<file path="src/rtl/branch_pc_unit.sv">
// Fetch PC owner: resolves branches/jumps from EX, sequences redirect and
// wrong-path flush, flags misaligned targets and keeps saturating branch stats.
module branch_pc_unit #(
  parameter logic [31:0] RESET_PC  = 32'h0000_0000,
  parameter int unsigned FLUSH_LEN = 2
) (
  input  logic        clk,
  input  logic        rst_n,
  input  logic        stall,
  input  logic        ex_valid,
  input  logic        ex_branch,
  input  logic        ex_jal,
  input  logic        ex_jalr,
  input  logic [2:0]  ex_funct3,
  input  logic        BrLT,
  input  logic        BrEq,
  input  logic [31:0] ex_target,
  output logic        BrUn,
  output logic [31:0] if_pc,
  output logic        redirect,
  output logic        flush,
  output logic        misalign,
  output logic [15:0] br_cnt,
  output logic [15:0] taken_cnt
);

  typedef enum logic {S_IDLE, S_FLUSH} flush_state_e;

  localparam logic [2:0] FLUSH_INIT = 3'(FLUSH_LEN);

  flush_state_e r_state;
  logic [2:0]   r_flush_cnt;
  logic [31:0]  r_pc;
  logic         r_redirect;
  logic         r_misalign;
  logic [15:0]  r_br_cnt;
  logic [15:0]  r_taken_cnt;

  logic         w_cond;
  logic         w_act;
  logic         w_take;
  logic         w_bad;
  logic [31:0]  w_tgt;

  always_comb begin
    w_cond = 1'b0;
    case (ex_funct3)
      3'b000:         w_cond = BrEq;
      3'b001:         w_cond = !BrEq;
      3'b100, 3'b110: w_cond = BrLT;
      3'b101, 3'b111: w_cond = !BrLT;
      default:        w_cond = 1'b0;
    endcase
  end

  // Anything in EX while flushing is wrong-path and must not act or count.
  assign w_act  = ex_valid && !stall && (r_state == S_IDLE);
  assign w_take = w_act && (ex_jal || ex_jalr || (ex_branch && w_cond));
  assign w_tgt  = ex_jalr ? {ex_target[31:1], 1'b0} : ex_target;
  assign w_bad  = w_take && w_tgt[1];

  always_ff @(posedge clk or negedge rst_n) begin
    if (!rst_n) begin
      r_state     <= S_IDLE;
      r_flush_cnt <= '0;
      r_pc        <= RESET_PC;
      r_redirect  <= 1'b0;
      r_misalign  <= 1'b0;
      r_br_cnt    <= '0;
      r_taken_cnt <= '0;
    end else if (stall) begin
      r_redirect <= 1'b0;
      r_misalign <= 1'b0;
    end else begin
      r_redirect <= 1'b0;
      r_misalign <= 1'b0;
      if (w_take && !w_bad) begin
        r_pc        <= w_tgt;
        r_redirect  <= 1'b1;
        r_flush_cnt <= FLUSH_INIT;
        r_state     <= S_FLUSH;
      end else begin
        r_pc <= r_pc + 32'd4;
        if (w_bad) begin
          r_misalign <= 1'b1;
        end else if (r_state == S_FLUSH) begin
          r_flush_cnt <= r_flush_cnt - 3'd1;
          if (r_flush_cnt == 3'd1) r_state <= S_IDLE;
        end
      end
      if (w_act && ex_branch && (r_br_cnt != '1))
        r_br_cnt <= r_br_cnt + 16'd1;
      if (w_take && ex_branch && (r_taken_cnt != '1))
        r_taken_cnt <= r_taken_cnt + 16'd1;
    end
  end

  assign BrUn      = ex_funct3[1];
  assign if_pc     = r_pc;
  assign redirect  = r_redirect;
  assign flush     = (r_state == S_FLUSH);
  assign misalign  = r_misalign;
  assign br_cnt    = r_br_cnt;
  assign taken_cnt = r_taken_cnt;

endmodule

</file>
<file path="config.mk">
export PLATFORM = sky130hd
export DESIGN_NAME = branch_pc_unit
export DESIGN_NICKNAME = d
export VERILOG_FILES = /design/src/rtl/branch_pc_unit.sv
export SDC_FILE = /design/constraint.sdc
export NUM_CORES = 1
export LEC_CHECK = 0
export CORE_MARGIN = 5
export CORE_UTILIZATION = 52
export DETAILED_ROUTE_END_ITERATION = 10
export GPL_TIMING_DRIVEN = 0
export PLACE_DENSITY = 0.87
export SLEW_MARGIN = 30
export SYNTH_ARGS = -nofsm -noshare
export SYNTH_HDL_FRONTEND = slang
export SYNTH_SLANG_ARGS = --single-unit
</file>
<file path="constraint.sdc">
create_clock -name clk -period 5.2 [get_ports clk]
set_input_delay 0.52 -clock clk [delete_from_list [all_inputs] [get_ports clk]]
set_output_delay 0.52 -clock clk [all_outputs]
set_load 0.02 [all_outputs]
</file>
==> results of run 1 <==
## cells in the final DEF, fill, tap and decap left out, drive strengths merged, types with 2 or more instances in the layout
master         count
clkdlybuf4s50    110
dfrtp             70
nand2             42
nand3             33
nor2              25
a21oi             24
nand4             22
mux2              19
clkbuf            19
o22a              18
xor2              18
xnor2             17
and3              12
nor3              10
buf               10
nor4               9
o21ai              8
inv                8
ha                 5
and2               4
and4               3
nand2b             3
a31oi              3
or3                3
o221a              3
nor3b              2
nand3b             2
o311ai             2
clkinv             2
## path summary, 6_finish.rpt
path,cells past startpoint,startpoint,end,slack (ns)
max,8,ex_branch,if_pc[24]$_DFFE_PN0N_,2.37
min,1,rst_n,br_cnt[12]$_DFFE_PN0P_,0.16
max reg2reg,8,flush$_DFFE_PN0P_,if_pc[24]$_DFFE_PN0N_,2.69
min reg2reg,2,if_pc[0]$_DFFE_PN0P_,if_pc[0]$_DFFE_PN0P_,0.50
max in group asynchronous,2,rst_n,if_pc[17]$_DFFE_PN0N_,4.48
min in group clk,2,if_pc[0]$_DFFE_PN0P_,if_pc[0]$_DFFE_PN0P_,0.50
## power breakdown
group / switching, mW / internal [mW] / total [mW]
combinational: 0.478 / 0.472 / 0.950
sequential: 0.223 / 0.705 / 0.927
clock: 0.211 / 0.248 / 0.459
## layout make-up
| type | instances | area [µm²] | area share (%) |
|---|---|---|---|
| Tap cell | 99 | 124 | 2.33 |
| Inverter | 7 | 26.3 | 0.495 |
| Clock buffer | 11 | 151 | 2.85 |
| Sequential cell | 70 | 1750 | 33.0 |
| Timing Repair Buffer | 112 | 1130 | 21.3 |
| Multi-Input combinational cell | 300 | 1990 | 37.6 |
| Clock inverter | 5 | 56.3 | 1.06 |
| Buffer | 16 | 77.6 | 1.46 |
## metal layers
layer	vias to the layer above	global-route usage, %	part of all wire, %
li1	1689	-	-
met1	1765	29.8	40
met2	160	39.0	49
met3	37	7.43	8.1
met4	0	11.3	2.8
met5	-	0	0
## through the flow
step | hold WS (ns) | cell area, µm²
after global routing | 0.183 | 5310
after CTS | 0.163 | 5310
after global placement | 0.451 | 5080
final | 0.160 | 5310
after floorplan | 0.224 | 3850
after detailed placement | 0.481 | 5100
## registers in the layout (all words and copies together) (netlist names)
| register | count |
|---|---|
| if_pc | 32 |
| br_cnt | 16 |
| taken_cnt | 16 |
| r_flush_cnt | 3 |
| flush | 1 |
| misalign | 1 |
| redirect | 1 |
## logic make-up (layout without fill, tap and decap cells)
logic type / Yosys count / count (layout) / synth area share (%)
AO/OA/AOI/OAI: 64 / 64 / 11.6
buffers and inverters: 23 / 151 / 2.70
adder cells (fa/ha/maj): 5 / 5 / 1.63
flip-flops: 70 / 70 / 45.5
multiplexers: 20 / 20 / 5.82
XOR/XNOR: 35 / 35 / 7.96
AND/OR/NAND/NOR: 176 / 176 / 24.7
==> results_dict.tcl, run 1 <==
set metrics [dict create \
    hold_class "in2async" \
    antenna_found_initial 0 \
    slew_violations 0 \
    die_area_um2 9220 \
    place.gp.congestion 0.906 \
    yosys.cell_types.count 51 \
    fin_util_pct 73.6 \
    htreeDepth 3 \
    core_area_um2 7210 \
    preCtsSetupSlack_ns 2.12 \
    syn_inst 393 \
    clk-insertion-delay-late_ns 0.35 \
    yosysSeqAreaShare_pct 45.5 \
    area_growth_syn_to_layout_pct 38.0 \
    cts_setup_buffers 0 \
    fmax_ghz 0.353 \
    crit_buf_inv 3 \
    start_util_pct 53.3 \
    path_max_fanout 10 \
    rows 31 \
    cts.repair.resized 0 \
    die_w_um 96.0 \
    grtUsageTotal_pct 24.3 \
    irDropWorstVdd_v 0.000333 \
    clock_path_buffers 2 \
    grt_pass1_wl_um 17400 \
    power.leakage_nw 2.12 \
    dpl.hpwl_um 7950 \
    outcome "complete, no violations" \
    required_ns 5.49 \
    io_buffers 111 \
    initialDrtViolationCount 338 \
    cts_buffers 9 \
    antenna_left 0 \
    synth_top_area_share_pct 45.5 \
    crit_path_start_kind "input port" \
    synth_commonest_cells "dfrtp_1, nand2_1, nand3_1" \
    min_period_over_period_pct 54.5 \
    fin_nets 565 \
    power.density_nw_per_um2 440 \
    clkSinkCount 70 \
    rsz0062_at_grt "false" \
    setup_viol 0 \
    finalWorstSetupSlack_ns 2.37 \
    slowest_stage "clkdlybuf4s50_1" \
    synth_warnings 0 \
    cts_tree "done" \
    diodes 0 \
    fin_skew_ns 0.0111 \
    final_cells 620 \
    ys_ff_latch 70 \
    fillerInstances 546 \
    grt_max_degree 45 \
    routed_via_density 5.89 \
    synth_top_area_cell "dfrtp_1" \
    cp.arrival_ns 3.13 \
    grt_pass1_vias 3674 \
    clk_pin_slew_worst_paths_ns 0.08 \
    period_needed_ns 2.83 \
    maxCapViolCount 0 \
    yosysMostFrequentCell "dfrtp_1" \
    hold_viol 0 \
    cp_slowest_stage_delay_ns 0.51 \
    cts_hold_buf 0 \
    slew_headroom_pct 44.3 \
    wl_per_cell_um 17.4 \
    synth_area_leaders "dfrtp_1, mux2_2, nand3_1" \
    syn_nets 442 \
    vias 3651 \
    grt-ovfl-total 0 \
    synthesis.area_um2 3850 \
    dp.cells 604 \
    die_h_um 96.0 \
    critical_path.top_delay_family "buffers and inverters" \
    synth_edf_count 0 \
    tightest_slew_ns 0.833 \
    drcViolationCount 0 \
    worstSetupEndpointType "flop" \
    postSynthAreaPerCell_um2 9.79 \
    worst-setup-path-type "in2reg" \
    cts-root-buf "clkbuf_8" \
    drt-pass1-iter-count 5 \
    tns_ns 0 \
    power.total_mw 2.34 \
    async_flop_share_pct 100 \
    final_layout_size_suffix_gt1_share_pct 10.6 \
    io_pins 112 \
    worstPathCellList "clkdlybuf4s50_1, or3b_1, o221ai_2, nand2_2, buf_2, clkbuf_1, a21oi_1, o22a_1" \
    drt-total-wl_um 10800 \
    synth-main-ff-cell "dfrtp_1" \
]
Power figures use the tool's default switching activity.
==> run 2, diff against run 1 <==
CORE_UTILIZATION = 48   (was 52)
PLACE_DENSITY = 0.81   (was 0.87)
clock period = 3 ns   (was 5.2 ns; I/O delays follow)
==> run 2 against run 1 <==
  * Worst setup slack got worse by 1.9 ns
  * Sequential share of layout area about the same
  * Count of clock-buffer cells in the layout down 1
  * Non-clock buffer count rose by 1
  * Critical path depth did not move
  * Cell area is essentially flat
  * Clock skew about the same
  * Register-to-register slack got worse by 2.1 ns
  * Worst hold slack improved by 0.29 ns
  * Via count shrank 1.3%
  * Critical endpoint is now if_pc[5]$_DFFE_PN0N_
  * Largest power group unchanged
  * Highest routed layer unchanged
==> results_dict.tcl, run 2 (same netlist as run 1, synthesis figures left out) <==
set metrics [dict create \
    clkSinkCount 70 \
    fillerInstances 637 \
    largest_reg_flops 32 \
    finalWorstSetupSlack_ns 0.483 \
    vias 3605 \
    drcViolationCount 0 \
    diodes 0 \
    path_max_fanout 10 \
    tightest_slew_ns 0.920 \
    cp_slowest_stage_delay_ns 0.50 \
    antenna_found_initial 0 \
    tns_ns 0 \
    power.total_mw 3.99 \
    start_util_pct 49.5 \
    min_period_over_period_pct 83.9 \
    cts_buffers 9 \
    drt-total-wl_um 10700 \
    antenna_left 0 \
    initialDrtViolationCount 212 \
    power.leakage_nw 2.12 \
    maxCapViolCount 0 \
    power.density_nw_per_um2 752 \
    dp.cells 607 \
    most-common-layout-cells "clkdlybuf4s50_1, dfrtp_1, nand2_1" \
    worstPathCellList "clkdlybuf4s50_1, or3b_1, o221ai_2, nand2_2, buf_2, clkbuf_1, a21oi_1, o22a_1" \
    place.gp.congestion 0.887 \
    rsz0062_at_grt "false" \
    io_pins 112 \
    cts_tree "done" \
    setup_viol 0 \
    fin_nets 566 \
    worstSetupEndpointType "flop" \
    cts-root-buf "clkbuf_8" \
    wl_per_cell_um 17.1 \
    drt-pass1-iter-count 7 \
    hold_viol 0 \
    routed_via_density 5.78 \
    grt_pass1_wl_um 17900 \
    irDropWorstVdd_v 0.000491 \
    preCtsSetupSlack_ns 0.164 \
    crit_path_start_kind "input port" \
    die_w_um 99.5 \
    final_layout_size_suffix_gt1_share_pct 10.3 \
    fin_util_pct 68.3 \
    grt-ovfl-total 0 \
    worst-setup-path-type "in2reg" \
    hold_class "in2async" \
    outcome "complete, no violations" \
    grtUsageTotal_pct 22.1 \
    slew_headroom_pct 38.5 \
    die_h_um 99.5 \
    cts_setup_buffers 0 \
    dpl.hpwl_um 8010 \
    cp.arrival_ns 2.78 \
    clock_path_buffers 2 \
    fin_skew_ns 0.0112 \
    clk-insertion-delay-late_ns 0.33 \
    fmax_ghz 0.397 \
    die_area_um2 9910 \
    slew_violations 0 \
    final_cells 624 \
    grt_pass1_vias 3628 \
    final_common_cell "clkdlybuf4s50_1" \
    slowest_stage "clkdlybuf4s50_1" \
    htreeDepth 3 \
    clk_pin_slew_worst_paths_ns 0.07 \
    grt_max_degree 42 \
    core_area_um2 7770 \
    io_buffers 111 \
    period_needed_ns 2.52 \
    required_ns 3.26 \
    rows 32 \
    area_growth_syn_to_layout_pct 37.9 \
]
==> run 2: power breakdown <==
group	total (mW)	internal, mW	leakage, nW	switching (mW)
Combinational	1.65	0.818	1.14	0.835
Sequential	1.60	1.22	0.874	0.379
Clock	0.738	0.383	0.100	0.355
==> run 2: what timing repair did <==
action	4_1_cts	5_1_grt
endpoints found under the hold margin	29	0
hold buffers	1	0
gates resized for setup	0	0
==> run 2: worst paths after layout <==
kind	from	endpoint	slack [ns]	cells after the start
setup / recovery	ex_branch	if_pc[5]$_DFFE_PN0N_	0.48	8
hold / removal	rst_n	br_cnt[8]$_DFFE_PN0P_	0.45	2
setup reg to reg	if_pc[2]$_DFFE_PN0N_	if_pc[24]$_DFFE_PN0N_	0.58	7
hold reg to reg	if_pc[0]$_DFFE_PN0P_	if_pc[0]$_DFFE_PN0P_	0.49	2
max in group asynchronous	rst_n	if_pc[27]$_DFFE_PN0N_	2.01	3
min in group clk	if_pc[0]$_DFFE_PN0P_	if_pc[0]$_DFFE_PN0P_	0.49	2
==> run 2: through the flow <==
step,area (µm²),hold slack [ns]
final,5310,0.451
after global routing,5310,0.491
after CTS,5310,0.441
after detailed placement,5110,0.262
after global placement,5090,0.462
after floorplan,3850,0.00441
==> run 2: final cells by class <==
type | count | area [µm²] | area share [%]
sequential | 70 | 1750 | 33.0
clock inverter | 6 | 62.6 | 1.18
clock buffer | 10 | 128 | 2.41
buffer | 16 | 77.6 | 1.46
multi-input combinational | 300 | 1990 | 37.6
tap | 102 | 128 | 2.41
timing repair buffer | 113 | 1140 | 21.5
inverter | 7 | 26.3 | 0.495
==> run 2: metal layers <==
layer	track usage (%)	part of all wire (%)	up-vias
met4	7.98	2.0	0
met2	36.9	50	128
met1	29.1	41	1763
met3	3.44	6.1	22
li1	-	-	1692
met5	0	0	-
==> run 2: critical path: cells and delay by family <==
family | cells | cell delay, ns
AOI/OAI and AO/OA | 3 | 0.82
buffers and inverters | 3 | 1.04
and+or+nand+nor | 2 | 0.62
==> run 3, diff against run 2 <==
clock period = 2.35 ns   (was 3 ns; I/O delays follow)
==> run 3 against run 2 <==
  * Sequential cell count unchanged
  * Clock skew down 0.00053 ns
  * Via count increased by 0.83%
  * Cell area grew 1.5%
  * Final cell count rose by 0.96%
  * Worst hold slack worse by 0.067 ns
  * Global-route usage up 0.074 points
  * Wire length is 0.89% higher
  * Register-to-register slack got worse by 0.36 ns
  * Critical endpoint is now if_pc[21]$_DFFE_PN0N_
==> results_dict.tcl, run 3 (same netlist as run 1, synthesis figures left out) <==
set metrics [dict create \
    rsz0062_at_grt "false" \
    grt_max_degree 42 \
    cp.arrival_ns 2.44 \
    initialDrtViolationCount 222 \
    io_buffers 111 \
    io_pins 112 \
    design_area_um2 5390 \
    r2r_end "if_pc[21]$_DFFE_PN0N_" \
    clkSinkCount 70 \
    irDropWorstVdd_v 0.000632 \
    die_area_um2 9910 \
    cts-root-buf "clkbuf_8" \
    place.gp.congestion 0.887 \
    period_needed_ns 2.26 \
    hold_viol 0 \
    p_switching_mw 2.02 \
    swShare_pct 39.4 \
    diodes 0 \
    fillerInstances 627 \
    routed_via_density 5.77 \
    final_cells 630 \
    slew_headroom_pct 59.5 \
    cp_slowest_stage_delay_ns 0.50 \
    clockPowerShare_pct 18.3 \
    power.leakage_nw 2.17 \
    antenna_left 0 \
    fin_skew_ns 0.0107 \
    cts_tree "done" \
    worst-setup-path-type "in2reg" \
    setup_viol 0 \
    grt_pass1_vias 3642 \
    crit_path_start_kind "input port" \
    combPwrFrac_pct 41.7 \
    worstSetupEndpointType "flop" \
    dp.cells 607 \
    cts_buffers 9 \
    antenna_found_initial 0 \
    tns_ns 0 \
    power_frac_seq_pct 40.0 \
    fmax_ghz 0.443 \
    largest_reg_flops 32 \
    area_growth_syn_to_layout_pct 39.9 \
    finalWorstSetupSlack_ns 0.0916 \
    timing.rr.start "flush$_DFFE_PN0P_" \
    rows 32 \
    clk-insertion-delay-late_ns 0.33 \
    outcome "complete, no violations" \
    drcViolationCount 0 \
    intPower_mw 3.10 \
    slowest_stage "clkdlybuf4s50_1" \
    fin_nets 572 \
    slew_violations 0 \
    wl_per_cell_um 17.1 \
    die_h_um 99.5 \
    preCtsSetupSlack_ns -0.421 \
    htreeDepth 3 \
    dpl.hpwl_um 8010 \
    vias 3635 \
    worstPathCellList "clkdlybuf4s50_1, or3b_1, o221ai_4, nand2_2, buf_2, buf_2, o311ai_0, o311ai_0" \
    clock_path_buffers 2 \
    required_ns 2.53 \
    maxCapViolCount 0 \
    hold_class "in2async" \
    most-common-layout-cells "clkdlybuf4s50_1, dfrtp_1, nand2_1" \
    reg2reg_slack_ns 0.22 \
    min_period_over_period_pct 96.1 \
    die_w_um 99.5 \
    tightest_slew_ns 0.602 \
    path_max_fanout 10 \
    clk_pin_slew_worst_paths_ns 0.07 \
    grtUsageTotal_pct 22.2 \
    place_area_um2 5110 \
    grt_pass1_wl_um 18000 \
    drt-total-wl_um 10800 \
    reg2regPathDepth 8 \
    core_area_um2 7770 \
    final_layout_size_suffix_gt1_share_pct 12.3 \
    final_common_cell "clkdlybuf4s50_1" \
    grt-ovfl-total 0 \
    drt-pass1-iter-count 5 \
    power.density_nw_per_um2 950 \
    start_util_pct 49.5 \
]
==> run 3: repair_timing <==
action                     in CTS  in global routing
pin swaps                       0                  3
setup endpoints to repair      12                 27
setup buffers                   0                  6
resized for setup               2                  8
hold buffers                    1                  0
hold endpoints to repair       29                  0
==> run 3: worst max path at each step <==
stage / start / cells after the start / slack (ns) / endpoint
finish: ex_branch / 8 / 0.09 / if_pc[21]$_DFFE_PN0N_
global route: ex_branch / 8 / 0.01 / if_pc[21]$_DFFE_PN0N_
CTS: if_pc[2]$_DFFE_PN0N_ / 7 / 0.02 / if_pc[24]$_DFFE_PN0N_
detailed placement: ex_branch / 8 / -0.42 / if_pc[21]$_DFFE_PN0N_
global placement: rst_n / 1 / -1.40 / if_pc[15]$_DFFE_PN0N_
floorplan: if_pc[5]$_DFFE_PN0N_ / 6 / 0.27 / if_pc[14]$_DFFE_PN0N_
==> run 3: critical path: cells and delay by family <==
family	cells	cell delay (ns)
buf+inv	3	0.97
simple gates	2	0.61
compound gates	3	0.61
==> run 3: stage by stage <==
stage	total power [mW]	utilization [%]	hold slack, ns
2_1_floorplan	3.10	-	-0.0606
3_3_place_gp	4.09	65.5	0.462
3_5_place_dp	4.16	65.7	0.197
4_1_cts	5.13	68.5	0.376
5_1_grt	5.44	69.3	0.426
6_report	5.12	69.3	0.384
==> run 3: cell type report <==
type | count | area [µm²] | area share [%]
Multi-Input combinational cell | 300 | 2020 | 37.6
Timing Repair Buffer | 119 | 1180 | 22.0
Clock inverter | 6 | 62.6 | 1.16
Tap cell | 102 | 128 | 2.37
Buffer | 16 | 81.3 | 1.51
Sequential cell | 70 | 1750 | 32.5
Inverter | 7 | 26.3 | 0.488
Clock buffer | 10 | 128 | 2.37
==> run 3: layer usage <==
layer | up-vias | wire, µm | GRT usage (%)
li1 | 1704 | - | -
met1 | 1766 | 4380 | 29.3
met2 | 138 | 5450 | 37.0
met3 | 27 | 697 | 3.44
met4 | 0 | 248 | 7.98
met5 | - | 0 | 0
==> run 3: power by group through the flow <==
| stage | Combinational [mW] | Sequential, mW | Clock [mW] |
|---|---|---|---|
| after floorplan | 0.737 | 2.36 | 0 |
| after global placement | 2.06 | 2.03 | 0 |
| after detailed placement | 2.11 | 2.05 | 0 |
| after CTS | 2.13 | 2.03 | 0.961 |
| after global routing | 2.30 | 2.12 | 1.01 |
| final | 2.13 | 2.05 | 0.936 |
